[src/rtl/ray_aabb_pkg.sv]
// Shared types and constants for the Ray_AABB_11_12 slab reduction stage.
package ray_aabb_pkg;

  localparam int unsigned WE    = 11;
  localparam int unsigned WF    = 12;
  localparam int unsigned TAG_W = 8;
  localparam int unsigned W     = WE + WF + 3;

  // Bit offsets of the FloPoCo word {exn[1:0], sign, exp, frac}
  localparam int unsigned FRAC_LSB = 0;
  localparam int unsigned EXP_LSB  = WF;
  localparam int unsigned SIGN_BIT = WE + WF;
  localparam int unsigned EXN_LSB  = WE + WF + 1;

  typedef logic [1:0] exn_t;
  localparam exn_t EXN_ZERO = 2'b00;
  localparam exn_t EXN_NORM = 2'b01;
  localparam exn_t EXN_INF  = 2'b10;
  localparam exn_t EXN_NAN  = 2'b11;

  typedef struct packed {
    exn_t          exn;
    logic          sign;
    logic [WE-1:0] exp;
    logic [WF-1:0] frac;
  } fp_t;

  localparam fp_t FP_ZERO = '0;

  // Accepted ray payload
  typedef struct packed {
    logic [TAG_W-1:0] tag;
    fp_t              nx;
    fp_t              ny;
    fp_t              nz;
    fp_t              fx;
    fp_t              fy;
    fp_t              fz;
  } ray_in_t;

  // Result payload
  typedef struct packed {
    logic [TAG_W-1:0] tag;
    fp_t              tmin;
    fp_t              tmax;
    logic             hit;
    logic             nan;
  } ray_out_t;

  typedef enum logic [2:0] {
    S_IDLE = 3'd0,
    S_XY   = 3'd1,
    S_Z    = 3'd2,
    S_HIT  = 3'd3,
    S_OUT  = 3'd4
  } state_t;

endpackage

[src/rtl/ray_slab_reduce_if.sv]
// Input/result handshake bundle of the slab reduction stage.
interface ray_slab_reduce_if;
  import ray_aabb_pkg::*;

  logic             in_valid;
  logic             in_ready;
  logic [TAG_W-1:0] in_tag;
  fp_t              tnear_x;
  fp_t              tnear_y;
  fp_t              tnear_z;
  fp_t              tfar_x;
  fp_t              tfar_y;
  fp_t              tfar_z;
  logic             out_valid;
  logic             out_ready;
  logic [TAG_W-1:0] out_tag;
  fp_t              out_tmin;
  fp_t              out_tmax;
  logic             out_hit;
  logic             out_nan;

  modport master (
    output in_valid, in_tag, tnear_x, tnear_y, tnear_z, tfar_x, tfar_y, tfar_z, out_ready,
    input  in_ready, out_valid, out_tag, out_tmin, out_tmax, out_hit, out_nan
  );

  modport slave (
    input  in_valid, in_tag, tnear_x, tnear_y, tnear_z, tfar_x, tfar_y, tfar_z, out_ready,
    output in_ready, out_valid, out_tag, out_tmin, out_tmax, out_hit, out_nan
  );

endinterface

[src/rtl/fp_gt_cmp.sv]
// Combinational a > b on FloPoCo words; any NaN operand gives false.
module fp_gt_cmp
  import ray_aabb_pkg::*;
(
  input  fp_t  i_a,
  input  fp_t  i_b,
  output logic o_gt_c
);

  // Total-order rank: -inf < -normal < +-0 < +normal < +inf
  localparam logic [2:0] CLS_NINF = 3'd0;
  localparam logic [2:0] CLS_NEG  = 3'd1;
  localparam logic [2:0] CLS_ZERO = 3'd2;
  localparam logic [2:0] CLS_POS  = 3'd3;
  localparam logic [2:0] CLS_PINF = 3'd4;

  logic [2:0]       w_cls_a;
  logic [2:0]       w_cls_b;
  logic [WE+WF-1:0] w_mag_a;
  logic [WE+WF-1:0] w_mag_b;
  logic             w_any_nan;

  function automatic logic [2:0] fp_class(fp_t x);
    logic [2:0] c;
    c = CLS_ZERO;
    case (x.exn)
      EXN_NORM: c = x.sign ? CLS_NEG : CLS_POS;
      EXN_INF:  c = x.sign ? CLS_NINF : CLS_PINF;
      default:  c = CLS_ZERO;
    endcase
    return c;
  endfunction

  assign w_cls_a   = fp_class(i_a);
  assign w_cls_b   = fp_class(i_b);
  assign w_mag_a   = {i_a.exp, i_a.frac};
  assign w_mag_b   = {i_b.exp, i_b.frac};
  assign w_any_nan = (i_a.exn == EXN_NAN) || (i_b.exn == EXN_NAN);

  // Rank first, magnitude only between normals of the same sign
  always_comb begin
    o_gt_c = 1'b0;
    if (w_any_nan) begin
      o_gt_c = 1'b0;
    end else if (w_cls_a != w_cls_b) begin
      o_gt_c = (w_cls_a > w_cls_b);
    end else if (w_cls_a == CLS_POS) begin
      o_gt_c = (w_mag_a > w_mag_b);
    end else if (w_cls_a == CLS_NEG) begin
      o_gt_c = (w_mag_a < w_mag_b);
    end
  end

endmodule

[src/rtl/ray_slab_reduce.sv]
// Iterative reduction of per-axis slab distances to [tmin, tmax] and a hit flag.
module ray_slab_reduce
  import ray_aabb_pkg::*;
(
  input logic              clk,
  input logic              rst,
  ray_slab_reduce_if.slave io_bus
);

  state_t   r_state, w_state_nxt;
  logic     r_in_ready, w_in_ready_nxt;
  logic     r_out_valid, w_out_valid_nxt;
  logic     r_nan_acc, w_nan_acc_nxt;
  ray_in_t  r_in, w_in_nxt;
  ray_out_t r_out, w_out_nxt;
  fp_t      r_tmin, w_tmin_nxt;
  fp_t      r_tmax, w_tmax_nxt;

  ray_in_t  w_in_c;
  logic     w_nan_in;
  fp_t      w_near_a, w_near_b, w_far_a, w_far_b;
  logic     w_near_gt, w_far_gt;

  assign w_in_c = '{tag: io_bus.in_tag,
                    nx:  io_bus.tnear_x, ny: io_bus.tnear_y, nz: io_bus.tnear_z,
                    fx:  io_bus.tfar_x,  fy: io_bus.tfar_y,  fz: io_bus.tfar_z};

  assign w_nan_in = (io_bus.tnear_x.exn == EXN_NAN) || (io_bus.tnear_y.exn == EXN_NAN) ||
                    (io_bus.tnear_z.exn == EXN_NAN) || (io_bus.tfar_x.exn  == EXN_NAN) ||
                    (io_bus.tfar_y.exn  == EXN_NAN) || (io_bus.tfar_z.exn  == EXN_NAN);

  // Operand steering for the two shared comparators
  always_comb begin
    w_near_a = r_in.ny;
    w_near_b = r_in.nx;
    w_far_a  = r_in.fx;
    w_far_b  = r_in.fy;
    case (r_state)
      S_Z: begin
        w_near_a = r_in.nz;
        w_near_b = r_tmin;
        w_far_a  = r_tmax;
        w_far_b  = r_in.fz;
      end
      S_HIT: begin
        w_near_a = r_tmin;
        w_near_b = r_tmax;
        w_far_a  = FP_ZERO;
        w_far_b  = r_tmax;
      end
      default: ;
    endcase
  end

  fp_gt_cmp u_cmp_near (.i_a(w_near_a), .i_b(w_near_b), .o_gt_c(w_near_gt));
  fp_gt_cmp u_cmp_far  (.i_a(w_far_a),  .i_b(w_far_b),  .o_gt_c(w_far_gt));

  // Next-state and datapath updates; ties keep the earlier axis
  always_comb begin
    w_state_nxt     = r_state;
    w_in_ready_nxt  = r_in_ready;
    w_out_valid_nxt = r_out_valid;
    w_nan_acc_nxt   = r_nan_acc;
    w_in_nxt        = r_in;
    w_out_nxt       = r_out;
    w_tmin_nxt      = r_tmin;
    w_tmax_nxt      = r_tmax;
    case (r_state)
      S_IDLE: begin
        if (io_bus.in_valid && r_in_ready) begin
          w_in_nxt       = w_in_c;
          w_nan_acc_nxt  = w_nan_in;
          w_in_ready_nxt = 1'b0;
          w_state_nxt    = S_XY;
        end
      end
      S_XY: begin
        w_tmin_nxt  = w_near_gt ? r_in.ny : r_in.nx;
        w_tmax_nxt  = w_far_gt ? r_in.fy : r_in.fx;
        w_state_nxt = S_Z;
      end
      S_Z: begin
        w_tmin_nxt  = w_near_gt ? r_in.nz : r_tmin;
        w_tmax_nxt  = w_far_gt ? r_in.fz : r_tmax;
        w_state_nxt = S_HIT;
      end
      S_HIT: begin
        w_out_nxt = '{tag:  r_in.tag,
                      tmin: r_tmin,
                      tmax: r_tmax,
                      hit:  !r_nan_acc && !w_near_gt && !w_far_gt,
                      nan:  r_nan_acc};
        w_out_valid_nxt = 1'b1;
        w_state_nxt     = S_OUT;
      end
      S_OUT: begin
        if (io_bus.out_ready) begin
          w_out_valid_nxt = 1'b0;
          w_in_ready_nxt  = 1'b1;
          w_state_nxt     = S_IDLE;
        end
      end
      default: begin
        w_out_valid_nxt = 1'b0;
        w_in_ready_nxt  = 1'b1;
        w_state_nxt     = S_IDLE;
      end
    endcase
  end

  // State and datapath registers with synchronous reset
  always_ff @(posedge clk) begin
    if (rst) begin
      r_state     <= S_IDLE;
      r_in_ready  <= 1'b1;
      r_out_valid <= 1'b0;
      r_nan_acc   <= 1'b0;
      r_in        <= '0;
      r_out       <= '0;
      r_tmin      <= '0;
      r_tmax      <= '0;
    end else begin
      r_state     <= w_state_nxt;
      r_in_ready  <= w_in_ready_nxt;
      r_out_valid <= w_out_valid_nxt;
      r_nan_acc   <= w_nan_acc_nxt;
      r_in        <= w_in_nxt;
      r_out       <= w_out_nxt;
      r_tmin      <= w_tmin_nxt;
      r_tmax      <= w_tmax_nxt;
    end
  end

  assign io_bus.in_ready  = r_in_ready;
  assign io_bus.out_valid = r_out_valid;
  assign io_bus.out_tag   = r_out.tag;
  assign io_bus.out_tmin  = r_out.tmin;
  assign io_bus.out_tmax  = r_out.tmax;
  assign io_bus.out_hit   = r_out.hit;
  assign io_bus.out_nan   = r_out.nan;

endmodule

[src/flat_wrapper.sv]
// flat-port wrapper written by rule: the top's interface ports become plain ports
module ray_slab_reduce_flat import ray_aabb_pkg::*;
  (clk, rst, io_bus_in_valid, io_bus_in_tag, io_bus_tnear_x, io_bus_tnear_y, io_bus_tnear_z, io_bus_tfar_x, io_bus_tfar_y, io_bus_tfar_z, io_bus_out_ready, io_bus_in_ready, io_bus_out_valid, io_bus_out_tag, io_bus_out_tmin, io_bus_out_tmax, io_bus_out_hit, io_bus_out_nan);
  ray_slab_reduce_if io_bus_i ();
  input logic clk;
  input logic rst;
  input wire logic [$bits(io_bus_i.in_valid)-1:0] io_bus_in_valid;
  input wire logic [$bits(io_bus_i.in_tag)-1:0] io_bus_in_tag;
  input wire logic [$bits(io_bus_i.tnear_x)-1:0] io_bus_tnear_x;
  input wire logic [$bits(io_bus_i.tnear_y)-1:0] io_bus_tnear_y;
  input wire logic [$bits(io_bus_i.tnear_z)-1:0] io_bus_tnear_z;
  input wire logic [$bits(io_bus_i.tfar_x)-1:0] io_bus_tfar_x;
  input wire logic [$bits(io_bus_i.tfar_y)-1:0] io_bus_tfar_y;
  input wire logic [$bits(io_bus_i.tfar_z)-1:0] io_bus_tfar_z;
  input wire logic [$bits(io_bus_i.out_ready)-1:0] io_bus_out_ready;
  output wire logic [$bits(io_bus_i.in_ready)-1:0] io_bus_in_ready;
  output wire logic [$bits(io_bus_i.out_valid)-1:0] io_bus_out_valid;
  output wire logic [$bits(io_bus_i.out_tag)-1:0] io_bus_out_tag;
  output wire logic [$bits(io_bus_i.out_tmin)-1:0] io_bus_out_tmin;
  output wire logic [$bits(io_bus_i.out_tmax)-1:0] io_bus_out_tmax;
  output wire logic [$bits(io_bus_i.out_hit)-1:0] io_bus_out_hit;
  output wire logic [$bits(io_bus_i.out_nan)-1:0] io_bus_out_nan;
  assign io_bus_i.in_valid = io_bus_in_valid;
  assign io_bus_i.in_tag = io_bus_in_tag;
  assign io_bus_i.tnear_x = io_bus_tnear_x;
  assign io_bus_i.tnear_y = io_bus_tnear_y;
  assign io_bus_i.tnear_z = io_bus_tnear_z;
  assign io_bus_i.tfar_x = io_bus_tfar_x;
  assign io_bus_i.tfar_y = io_bus_tfar_y;
  assign io_bus_i.tfar_z = io_bus_tfar_z;
  assign io_bus_i.out_ready = io_bus_out_ready;
  assign io_bus_in_ready = io_bus_i.in_ready;
  assign io_bus_out_valid = io_bus_i.out_valid;
  assign io_bus_out_tag = io_bus_i.out_tag;
  assign io_bus_out_tmin = io_bus_i.out_tmin;
  assign io_bus_out_tmax = io_bus_i.out_tmax;
  assign io_bus_out_hit = io_bus_i.out_hit;
  assign io_bus_out_nan = io_bus_i.out_nan;
  ray_slab_reduce u_core (.clk(clk), .rst(rst), .io_bus(io_bus_i));
endmodule
[config.mk]
export PLATFORM = sky130hd
export DESIGN_NAME = ray_slab_reduce_flat
export DESIGN_NICKNAME = d
export VERILOG_FILES = /design/src/rtl/ray_aabb_pkg.sv /design/src/rtl/ray_slab_reduce_if.sv /design/src/rtl/fp_gt_cmp.sv /design/src/rtl/ray_slab_reduce.sv /design/src/flat_wrapper.sv
export SDC_FILE = /design/constraint.sdc
export NUM_CORES = 1
export LEC_CHECK = 0
export ABC_CLOCK_PERIOD_IN_PS = 4700
export CORE_MARGIN = 5
export CORE_UTILIZATION = 30
export CTS_BUF_LIST = sky130_fd_sc_hd__clkbuf_8
export DETAILED_ROUTE_END_ITERATION = 10
export PLACE_DENSITY_LB_ADDON = 0.3
export SETUP_SLACK_MARGIN = 0.3
export SLEW_MARGIN = 5
export SYNTH_ARGS = -nofsm -noshare
export SYNTH_HDL_FRONTEND = slang
export SYNTH_SLANG_ARGS = --single-unit
[constraint.sdc]
create_clock -name clk -period 4.7 [get_ports clk]
set_input_delay 0.94 -clock clk [delete_from_list [all_inputs] [get_ports clk]]
set_output_delay 0.94 -clock clk [all_outputs]
set_load 0.01 [all_outputs]
After elaboration in Yosys (flattened, before gate mapping)
Cells that the tools add are included.

Bits in registers: 284. Latch bits: 0. RAM bits: 0. Memory bits (read-only): 0. Input bits: 168. Word-level logic and storage cells: 149. Memories kept: 0.

Add/subtract/negate cells: 0. Multipliers: 0. Divide/modulo/power cells: 0. $lt $le $gt $ge: 6. Equality and inequality tests: 32. Shift-type cells: 0. Mux-type cells: 38. Bitwise gates (word level): 2. Reductions and logical operators: 23.

Operators by type and width (count): $pmux 26 s2 (6); $mux 26 (4); $gt 23x23->1 (2); $lt 23x23->1 (2); $eq 2x2->1 const B (14); $pmux 3 s2 (4); $mux 3 (6); $pmux 3 s5 (1); $eq 3x2->1 const B (4); $mux 1 (11); $reduce_and 2->1 (5); $eq 3x1->1 const B (3); $eq 2x1->1 const B (4); $mux 2 (4); $logic_or 1x1->1 (7); $gt 3x3->1 (2); $ne 2x1->1 const B (3); $ne 3x3->1 (2); $pmux 1 s3 (2); $reduce_or 3->1 (2); $eq 3x3->1 const B (1); $logic_and 1x1->1 (3); $logic_not 1->1 (3); $logic_not 3->1 (1); 4 further kinds (5).

Longest topological paths before layout
Word-level depth: 12. Gate-level depth with buffers: 21. Depth with buffers taken out: 14.

By module
Synthesis repeated with hierarchy kept, for this count alone.

Cells, all modules: 1795. Area, all modules: 14697.8 sq um.

Modules (own cells, without submodules): ray_slab_reduce (instances 1, cells each 1581, area each 13193.9 sq um, seq. area each 5685.5 sq um); fp_gt_cmp (instances 2, cells each 107, area each 752.0 sq um, seq. area each 0.0 sq um).

Least setup slack after synthesis
Ideal clock, no wire load.

Kind: register -> register. From: register u_core.r_state[0]. To: register u_core.r_tmax[0] (netlist bit). Data arrival time: 4.172 ns. Data required time: 4.578 ns. Setup slack: 0.407 ns. Cell stages (with the launch flop): 21. Buffers on the path: 7. Period minus slack after synthesis: 4.293 ns. Cells stage by stage: dfxtp_1 -> buf_6 -> buf_2 -> clkbuf_1 -> buf_1 -> buf_1 -> mux2i_1 -> nor2_1 -> a21oi_1 -> ha_1 -> a21oi_1 -> o21ai_0 -> a2111oi_0 -> nor4_1 -> nand4bb_1 -> nand3_1 -> buf_4 -> buf_4 -> mux2i_1 -> nor2_1 -> a221o_1.

Word-level cells in the longest chain between the ends: 11. Elaborated cells on any way between the ends: 33. Those cells by class: order compare (3); eq/ne (13); mux (14); reduce/logical (3).

RTL lines: start: declaration (line ray_slab_reduce.sv:10) `state_t r_state, w_state_nxt;`; start signal: assignment (line ray_slab_reduce.sv:123) `r_state <= w_state_nxt;`; parallel branches: the longest is 11 deep, another holds $lt 23x23->1; end signal: assignment (line ray_slab_reduce.sv:130) `r_tmax <= w_tmax_nxt;`; end: declaration (line ray_slab_reduce.sv:17) `fp_t r_tmax, w_tmax_nxt;`.

Parallel ways; which one is timed is not known. A chain may end at the register's enable or synchronous reset.

Worst setup path after layout
From: register u_core.r_state[0]. To: register u_core.r_tmax[14] (netlist bit).

Same word-level chain as after synthesis.

==> parameters.txt <==
Parameter                              Value

Drt
  Post-route DRC violation count    0
  First-pass DRT Iterations    5
  Post-detailed-route via-to-cell ratio    about 5
  Overall via count from detail_route    ~13000
  DRT antenna net count    0
  Average wire per cell in the routed design    between 15 and 20 um
  Final wirelength    between 40 and 50 mm
  Detailed Route Iter0 Violations    about 770

Worst setup path
  Worst setup path class    flip-flop to flip-flop
  Critical Path End Type    flip-flop
  Critical path data required time    approximately 5.2 ns
  Data arrival time of the worst path    roughly 4.5 ns
  Startpoint types    flip-flop
  Maximum fanout encountered on the critical timing path    55

Place
  HPWL reported at the end of detailed placement    about 34 mm
  Port bufs    between 200 and 250
  Final weighted congestion in routability-driven placement    0.815

Pwr
  Clock network power share    0.344
  VDD IR-drop max    ~0.19 mV
  Power density cells    approximately 400 mW/mm^2
  Int Power    4.76 mW
  Switching power of the nets    2.47 mW
  Static power due to leakage    between 6 and 7 nW
  Sw frac    0.342
  Seq pwr share    0.388
  Fraction of power consumed by combinational cells    0.268

Synth
  Flip-flop cell with the highest count after synthesis    dfxtp_1
  Cell area after synthesis    roughly 0.014 sq mm
  Count of mapped cells out of synthesis    between 1500 and 2000
  Post-synthesis sequential area ratio    0.404
  Synth warn    0
  Post-synthesis sequential element count    284
  Net count after synthesis    around 2100
  Post-synthesis average cell area    ~7.7 sq um
  Share of synthesized flip-flops with an asynchronous set or reset    0
  Number of enable flip-flop cells after synthesis    0
  Number of library cell types mapped by synthesis    between 50 and 60

Floorplan
  Horizontal extent of the die    approximately 230 um
  Starting utilization of the core area    0.303
  Die area    0.0514 sq mm
  Number of top-level pins    around 230
  Vertical extent of the die    ~230 um
  Core area    0.0465 sq mm
  Count of standard-cell rows    79

STA
  Final TNS setup    0 ns
  Final setup violation count    0
  Number of max-slew violations in the final report    0
  Post-layout minimum cycle time    4.03 ns
  Highest achievable clock rate    about 250 MHz
  Relative slew slack    0.220
  Total count of hold-check failures in the final report    0
  Layout Skew    ~0.04 ns
  Final critical-path share of the clock period    0.858
  RSZ-0062 raised after global routing    false
  Tightest Pin Transition    1.17 ns

Clocking
  # H-tree levels    2
  Clock edge transition at the registers on the reported setup and hold paths    0.06 ns
  Buffers from clock root to sink, at most    3
  Clock tree from TritonCTS    done
  Cts bufs inserted    50
  CTS sink cnt    roughly 280
  Clock root buffer master    clkbuf_8
  Latest clock arrival within the worst-skew pair    ~0.63 ns
  Hold buffer count at cts    0

Global route
  Antenna violations before repair    0
  Overflow after GRT    0
  Maximum number of pins on one net before global-route repair    between 100 and 150
  Wire length of the first global-routing pass    75.3 mm
  Via count of the first global-routing pass    between 10000 and 15000
  Gr usage total    0.184

Finish
  Final Net Count    between 2000 and 2500
  Area overhead of the layout relative to synthesis    28.1%
  Final cell utilization of the core    0.388
  Layout cell share with drive strength beyond 1    0.0680

Job
  Number of max-capacitance violations reported    0

Status
  Result of the run    completed

Hold path
  Worst hold path class    flip-flop to flip-flop
-- kinds of logic (layout without fill, tap and decap cells) --
| group | Yosys count | count (layout) | share of synthesized area |
|---|---|---|---|
| and+or+nand+nor | 744 | 746 | 0.223 |
| AOI/OAI and AO/OA | 468 | 468 | 0.194 |
| DFF | 284 | 284 | 0.404 |
| buffers and inverters | 177 | 385 | 0.0544 |
| muxes | 107 | 107 | 0.0787 |
| adders and majority gates | 52 | 52 | 0.0462 |
| xor gates and xnor gates | 1 | 1 | 0.000622 |
| other | 0 | 1 | 0 |
-- critical path: stages, from the launching register on --
cell	delay [ns]
dfxtp_4	0.56
buf_12	0.33
mux2i_1	0.24
nor2_1	0.06
a21oi_1	0.13
ha_1	0.27
a21oi_1	0.14
o21ai_0	0.14
a2111oi_2	0.48
buf_4	0.19
nor4_1	0.05
nand4bb_1	0.19
nand3_2	0.14
buf_4	0.35
mux2i_1	0.23
nor2_1	0.06
a221o_1	0.28
-- power groups by stage --
stage	registers (mW)	logic (mW)	clock network, mW
2_1_floorplan	2.74	1.38	0
6_report	2.80	1.94	2.49
3_3_place_gp	2.86	1.86	0
4_1_cts	2.81	1.92	2.57
5_1_grt	2.82	2.15	2.68
3_5_place_dp	2.86	1.89	0
-- synth_stat cells, drive strengths merged (2+ instances only) --
library cell / instances / area share
a211oi: 6 / 0.0036
a21o: 8 / 0.0043
a21oi: 301 / 0.11
a221o: 25 / 0.018
a221oi: 2 / 0.0012
a22oi: 2 / 0.0011
a31oi: 27 / 0.012
a32o: 26 / 0.018
and2: 2 / 0.0011
buf: 32 / 0.016
clkbuf: 113 / 0.030
dfxtp: 284 / 0.40
ha: 52 / 0.046
inv: 32 / 0.0085
mux2: 4 / 0.0037
mux2i: 103 / 0.075
nand2: 541 / 0.14
nand2b: 7 / 0.0036
nand3: 9 / 0.0036
nand3b: 25 / 0.013
nand4: 8 / 0.0036
nor2: 96 / 0.026
nor2b: 6 / 0.0034
nor3: 12 / 0.0050
nor3b: 4 / 0.0033
nor4: 6 / 0.0027
o211ai: 3 / 0.0016
o21ai: 59 / 0.021
o21bai: 2 / 0.0011
or3: 25 / 0.011
-- area by class of cell --
class                           count  area, sq um
Antenna cell                        1         2.50
Clock buffer                       64          881
Clock inverter                     27          201
Fill cell                        4826        28400
Inverter                           32          120
Multi-Input combinational cell   1374         7700
Sequential cell                   284         5690
Tap cell                          607          759
Timing Repair Buffer              262         2680
-- state kept, by name, indices dropped and copies added, names as in the netlist --
signal	flops
u_core.r_in	164
u_core.io_bus.out_tmax	26
u_core.io_bus.out_tmin	26
u_core.r_tmax	26
u_core.r_tmin	26
u_core.io_bus.out_tag	8
u_core.r_state	3
u_core.io_bus.in_ready	1
u_core.io_bus.out_hit	1
u_core.io_bus.out_nan	1
u_core.io_bus.out_valid	1
u_core.r_nan_acc	1
-- routing by layer --
layer	routed length, um	global-route usage
met1	22200	0.243
met4	1570	0.0681
met2	22400	0.296
met3	2860	0.0408
met5	0	0
-- worst paths after layout --
check | startpoint | end | slack (ns) | cells past startpoint
worst max-delay path | u_core.r_state[0]$_SDFFE_PP0P_ | u_core.r_tmax[14]$_SDFFE_PP0P_ | 0.67 | 16
worst min-delay path | u_core.r_in[158]$_SDFFE_PP0P_ | u_core.io_bus.out_tag[2]$_SDFFE_PP0N_ | 0.45 | 2
worst max register to register | u_core.r_state[0]$_SDFFE_PP0P_ | u_core.r_tmax[14]$_SDFFE_PP0P_ | 0.67 | 16
worst min register to register | u_core.r_in[158]$_SDFFE_PP0P_ | u_core.io_bus.out_tag[2]$_SDFFE_PP0N_ | 0.45 | 2
-- cells in the final DEF, fill, tap and decap left out, types with 3 or more instances in the layout --
cell,n
clkinv_2,8
bufinv_16,3
clkdlybuf4s50_1,230
o21ai_1,6
o21ai_0,53
a221o_1,25
a32o_1,26
o211ai_1,3
nor2b_1,4
buf_4,20
a21o_1,8
inv_1,46
buf_12,8
dfxtp_1,281
nand4_1,8
ha_1,52
nand2_1,538
a211oi_1,5
clkbuf_8,64
mux2i_1,101
nand3b_1,25
a31oi_1,27
nand2b_1,6
a21oi_1,301
nor3_1,10
nand3_1,7
or3_1,25
nor2_1,94
nor4_1,5
-- metrics by stage --
stage	power (mW)	cells	hold slack [ns]	instance area [sq um]	setup WS (ns)
floorplan	4.12	1833	0.432	14100	0.407
global placement	4.72	2555	0.437	16900	0.108
detailed placement	4.75	2555	0.444	16900	0.141
CTS	7.30	2648	0.449	18000	0.323
global route	7.65	2650	0.467	18000	0.376
finish	7.23	2651	0.450	18000	0.666
-- what timing repair did --
item / 4_1_cts / 5_1_grt
setup endpoints to repair: 50 / 32
gates resized for setup: 3 / 5
gates cloned: 1 / 1
buffers inserted: 1 / 1
(Power assumes the default switching activity.)
